**config.mk**
```make
export PLATFORM = sky130hd
export DESIGN_NAME = fetch_pc_ctrl
export DESIGN_NICKNAME = d
export VERILOG_FILES = /design/src/rtl/fetch_pkg.sv /design/src/rtl/pc_incr.sv /design/src/rtl/fetch_pc_ctrl.sv
export SDC_FILE = /design/constraint.sdc
export NUM_CORES = 1
export LEC_CHECK = 0
export CORE_MARGIN = 2
export CORE_UTILIZATION = 40
export CTS_BUF_LIST = sky130_fd_sc_hd__clkbuf_16
export DETAILED_ROUTE_END_ITERATION = 8
export PLACE_DENSITY = 0.72
export SYNTH_ARGS = -nofsm -noshare
export SYNTH_HDL_FRONTEND = slang
export SYNTH_HIERARCHICAL = 1
export SYNTH_SLANG_ARGS = --single-unit
```
**constraint.sdc**
```tcl
create_clock -name clk -period 2.2 [get_ports clk]
set_clock_uncertainty 0.1 [all_clocks]
set_input_delay 0.55 -clock clk [delete_from_list [all_inputs] [get_ports clk]]
set_output_delay 0.55 -clock clk [all_outputs]
set_load 0.02 [all_outputs]
```
**src/rtl/fetch_pkg.sv**
```systemverilog
// Shared types and constants for the fetch-stage PC controller.
package fetch_pkg;

    typedef enum logic [1:0] {
        S_IDLE    = 2'd0,
        S_FETCH   = 2'd1,
        S_PENDING = 2'd2
    } state_t;

    // Numeric order is the arbitration order; larger wins.
    typedef enum logic [1:0] {
        PRI_NONE = 2'd0,
        PRI_JMP  = 2'd1,
        PRI_BR   = 2'd2,
        PRI_EXC  = 2'd3
    } pri_t;

    typedef struct packed {
        pri_t        pri;
        logic [31:0] tgt;
    } redirect_t;

    localparam logic [31:0] DEF_RESET_PC   = 32'h0000_3000;
    localparam logic [31:0] DEF_EXC_VECTOR = 32'h0000_4180;
    localparam redirect_t   NO_REDIRECT    = '{pri: PRI_NONE, tgt: 32'h0};

endpackage

```
**src/rtl/pc_incr.sv**
```systemverilog
// Combinational sequential-address generator; wraps modulo 2^32.
module pc_incr (
    input  logic [31:0] pc_i,
    output logic [31:0] pc_next_o
);

    assign pc_next_o = pc_i + 32'd4;

endmodule

```
**src/rtl/fetch_pc_ctrl.sv**
```systemverilog
// Fetch PC register, redirect arbitration, instruction-memory request
// handshake and single-entry pending-redirect holding with IF/ID flush.
module fetch_pc_ctrl
    import fetch_pkg::*;
#(
    parameter logic [31:0] RESET_PC   = DEF_RESET_PC,
    parameter logic [31:0] EXC_VECTOR = DEF_EXC_VECTOR
) (
    input  logic        clk,
    input  logic        rst_n,
    input  logic        stall_i,
    input  logic        imem_ready_i,
    output logic        imem_req_o,
    output logic [31:0] pc_o,
    input  logic        jump_valid_i,
    input  logic [31:0] jump_target_i,
    input  logic        branch_valid_i,
    input  logic [31:0] branch_target_i,
    input  logic        exc_valid_i,
    output logic        flush_o,
    output logic        pend_o
);

    state_t      r_state, w_state_next;
    logic [31:0] r_pc, w_pc_next, w_pc_plus4;
    redirect_t   r_pend, w_pend_next;
    redirect_t   w_live, w_commit;
    logic        w_adv;

    pc_incr u_pc_incr (
        .pc_i      (r_pc),
        .pc_next_o (w_pc_plus4)
    );

    assign imem_req_o = (r_state != S_IDLE);
    assign pend_o     = (r_state == S_PENDING);
    assign pc_o       = r_pc;
    assign w_adv      = imem_req_o & imem_ready_i & ~stall_i;

    always_comb begin
        w_live = NO_REDIRECT;
        if (exc_valid_i)
            w_live = '{pri: PRI_EXC, tgt: EXC_VECTOR};
        else if (branch_valid_i)
            w_live = '{pri: PRI_BR, tgt: branch_target_i};
        else if (jump_valid_i)
            w_live = '{pri: PRI_JMP, tgt: jump_target_i};
    end

    // A live redirect of equal priority is newer, so it beats the latched one.
    assign w_commit = (w_live.pri >= r_pend.pri) ? w_live : r_pend;

    always_comb begin
        // NOTE: every output of this block gets a default first so no path
        // leaves a signal unassigned, which would infer a latch.
        w_state_next = r_state;
        w_pc_next    = r_pc;
        w_pend_next  = r_pend;
        flush_o      = 1'b0;

        unique case (r_state)
            S_IDLE: begin
                w_state_next = S_FETCH;
            end
            S_FETCH: begin
                if (w_adv) begin
                    if (w_live.pri != PRI_NONE) begin
                        w_pc_next = w_live.tgt;
                        flush_o   = 1'b1;
                    end else begin
                        w_pc_next = w_pc_plus4;
                    end
                end else if (w_live.pri != PRI_NONE) begin
                    w_pend_next  = w_live;
                    w_state_next = S_PENDING;
                end
            end
            S_PENDING: begin
                if (w_adv) begin
                    w_pc_next    = w_commit.tgt;
                    flush_o      = 1'b1;
                    w_pend_next  = NO_REDIRECT;
                    w_state_next = S_FETCH;
                end else if (w_live.pri != PRI_NONE && w_live.pri >= r_pend.pri) begin
                    w_pend_next = w_live;
                end
            end
            default: begin
                w_state_next = S_IDLE;
            end
        endcase
    end

    // NOTE: state is updated with non-blocking assignments so every register
    // samples the pre-edge values computed above.
    always_ff @(posedge clk or negedge rst_n) begin
        if (!rst_n) begin
            r_state <= S_IDLE;
            r_pc    <= RESET_PC;
            r_pend  <= NO_REDIRECT;
        end else begin
            r_state <= w_state_next;
            r_pc    <= w_pc_next;
            r_pend  <= w_pend_next;
        end
    end

endmodule

```
==> out/metrics.csv <==
metric;value;unit
clock-sinks;68;
dieWidth;120;µm
yosysMostFrequentCell;nand2_1;
wl;21200;µm
dp_cells;943;
rsz0062_at_grt;yes;
syn_nets;696;
vias;6039;
path_clk_slew;50;ps
cts_root_buffer;clkbuf_16;
wire_per_inst;21.2;µm
worstSetupPathType;flip-flop to flip-flop;
place_congestion;0.857;
placed_area;7330;µm²
yosys.area.top_type;dfrtp_1;
instances_no_fill;997;
fmax;405;MHz
ys_warn_count;6;
syn2layout_area_growth;60.4;%
htreeDepth;3;
fin_area;8680;µm²
power_per_cell_area;1400;nW/µm²
ys_seq_area_share;31.5;%
setup_violations;56;
synth-edff-count;0;
slew_headroom;67.8;%
grt_pass1_vias;5772;
synthArstFlopShare;100;%
clkPwrFrac;11.4;%
max_cap_violations;0;
diodes;0;
drtIter0Drc;669;
leakagePower;0.00352;µW
ff2ff_path_depth;10;
m1WireLength;8360;µm
antenna_found_initial;0;
dr_wl_met3;1660;µm
die_h;120;µm
start_kind;flip-flop;
coreArea;13200;µm²
placement.io_buffers;105;
drv_slew;0;
clk_path_buf_depth;2;
syn_inst;620;
grt_max_degree;69;
critPathMaxFanout;5;
hold_class;primary input to asynchronous set/reset pin;
required;2310;ps
cts_tree;done;
postCtsHoldBufs;0;
synth_area;5420;µm²
power_frac_seq;21.0;%
tns;-8090;ps
clock_latency;340;ps
fill_cells;976;
tightest_slew;483;ps
post-route-min-period;2470;ps
yosys.cell_types.count;47;
fin_nets;893;
combPwrFrac;67.6;%
drive_above_1_share;33.1;%
drt_first_pass_iters;5;
synth_commonest_cells;nand2_1 (101), dfrtp_1 (66), mux2_2 (57);
track_usage;24.9;%
r2r_end;r_pend[11];
p_switching;4880;µW
synth_flop_cell;dfrtp_1;
yosysTopAreaCellShare;30.5;%
period_share;112;%
peakVddDrop;616;µV
synth_area_leaders;dfrtp_1 (30%), mux2_2 (12%), nand2_1 (7.0%), mux2i_1 (5.9%), a211o_1 (4.7%);
vias_per_cell;6.06;
die-area;14500;µm²
final_hold_viol_count;0;
switching_share;40.2;%
syn_area_per_cell;8.73;µm²
ff2ff_setup_slack;-270;ps
final_util;65.6;%
post-dp-hpwl;11600;µm
detail-route-antenna-nets;0;
wl_met2;10500;µm
ios;106;
failed_checks;setup timing;
status;finished with violations;
rows;42;
drc_errors;0;
start_util;40.9;%
fin_ws;-271;ps
grt.overflow.total;0;
grt_pass1_wl;28800;µm
crit_path_end_kind;flip-flop;
intPower;7250;µW
reg2reg_from;r_state[1];
crit_arrival;2590;ps
pre_cts_ws;-857;ps
ys_ff_latch;68;
cts_buffers;9;
maxUsedRoutingLayer;met4;
## cell families after synthesis
family,share of synthesized area (%)
buffers and inverters,5.15
XOR/XNOR,4.53
AO/OA/AOI/OAI,17.6
multiplexers,20.3
flip-flops,31.5
adder cells (fa/ha/maj),1.16
AND/OR/NAND/NOR,19.8
## what timing repair did
| action | 4_1_cts | 5_1_grt |
|---|---|---|
| gates resized for setup | 55 | 80 |
| endpoints found under the setup margin | 54 | 69 |
| gates cloned | 5 | 9 |
| setup buffers | 12 | 13 |
| pin swaps | 9 | 19 |
## stage by stage
stage / hold WS (ps) / total power [µW]
6_report: 119 / 12100
5_1_grt: 169 / 12600
4_1_cts: 151 / 10700
3_5_place_dp: 382 / 8030
3_3_place_gp: 376 / 7850
2_1_floorplan: 154 / 5780
## registers in the layout (all words and copies together) (netlist names)
name     cells
r_pend      34
pc_o        32
r_state      2
## cells in the final DEF (no fill, tap or decap), types with 8 or more instances in the layout
master,n
nand2_1,101
buf_4,93
clkdlybuf4s50_1,91
dfrtp_1,64
mux2_4,45
nor2_1,36
mux2i_1,32
nand3b_1,30
a211oi_1,29
a211o_1,29
o21ai_0,26
mux2_2,24
xnor2_1,20
a31oi_1,18
clkbuf_16,15
buf_6,15
buf_12,15
nand4_1,9
nand3_1,9
a31oi_4,8
## worst max path at each step
stage	from	to	slack, ps	cells after the start
2_1_floorplan	branch_valid_i	r_pend[10]	-770	11
3_3_place_gp	imem_ready_i	flush_o	-830	4
3_5_place_dp	imem_ready_i	flush_o	-860	4
4_1_cts	r_state[1]	flush_o	-130	5
5_1_grt	r_state[0]	r_pend[11]	-280	10
6_report	r_state[1]	r_pend[11]	-270	10
## layout make-up
type                       instances  area [µm²]  area share (%)
tap                              176         220            2.54
inverter                           9        33.8           0.389
timing repair buffer             239        2500            28.8
clock buffer                       9         225            2.59
clock inverter                     6        48.8           0.562
multi-input combinational        490        3950            45.5
sequential                        68        1710            19.7
## metal layers
layer,up-vias,GRT usage [%]
met5,-,0
met4,0,7.85
met3,63,4.29
met2,354,43.8
met1,2974,31.2
li1,2648,-
## critical path, stage by stage, from the launching register on
cell      delay (ps)
dfrtp_1          380
inv_2             70
ha_4             160
or3b_4           400
buf_6            150
a211oi_4         290
a211oi_4          70
buf_6            160
buf_12           130
buf_16           140
mux2_4           300
## power by group through the flow
stage / Clock, µW / Sequential [µW] / Combinational [µW]
floorplan: 0 / 2810 / 2970
global placement: 0 / 2440 / 5420
detailed placement: 0 / 2460 / 5570
CTS: 1370 / 2490 / 6890
global route: 1430 / 2590 / 8540
finish: 1380 / 2550 / 8200
Power figures use the tool's default switching activity.
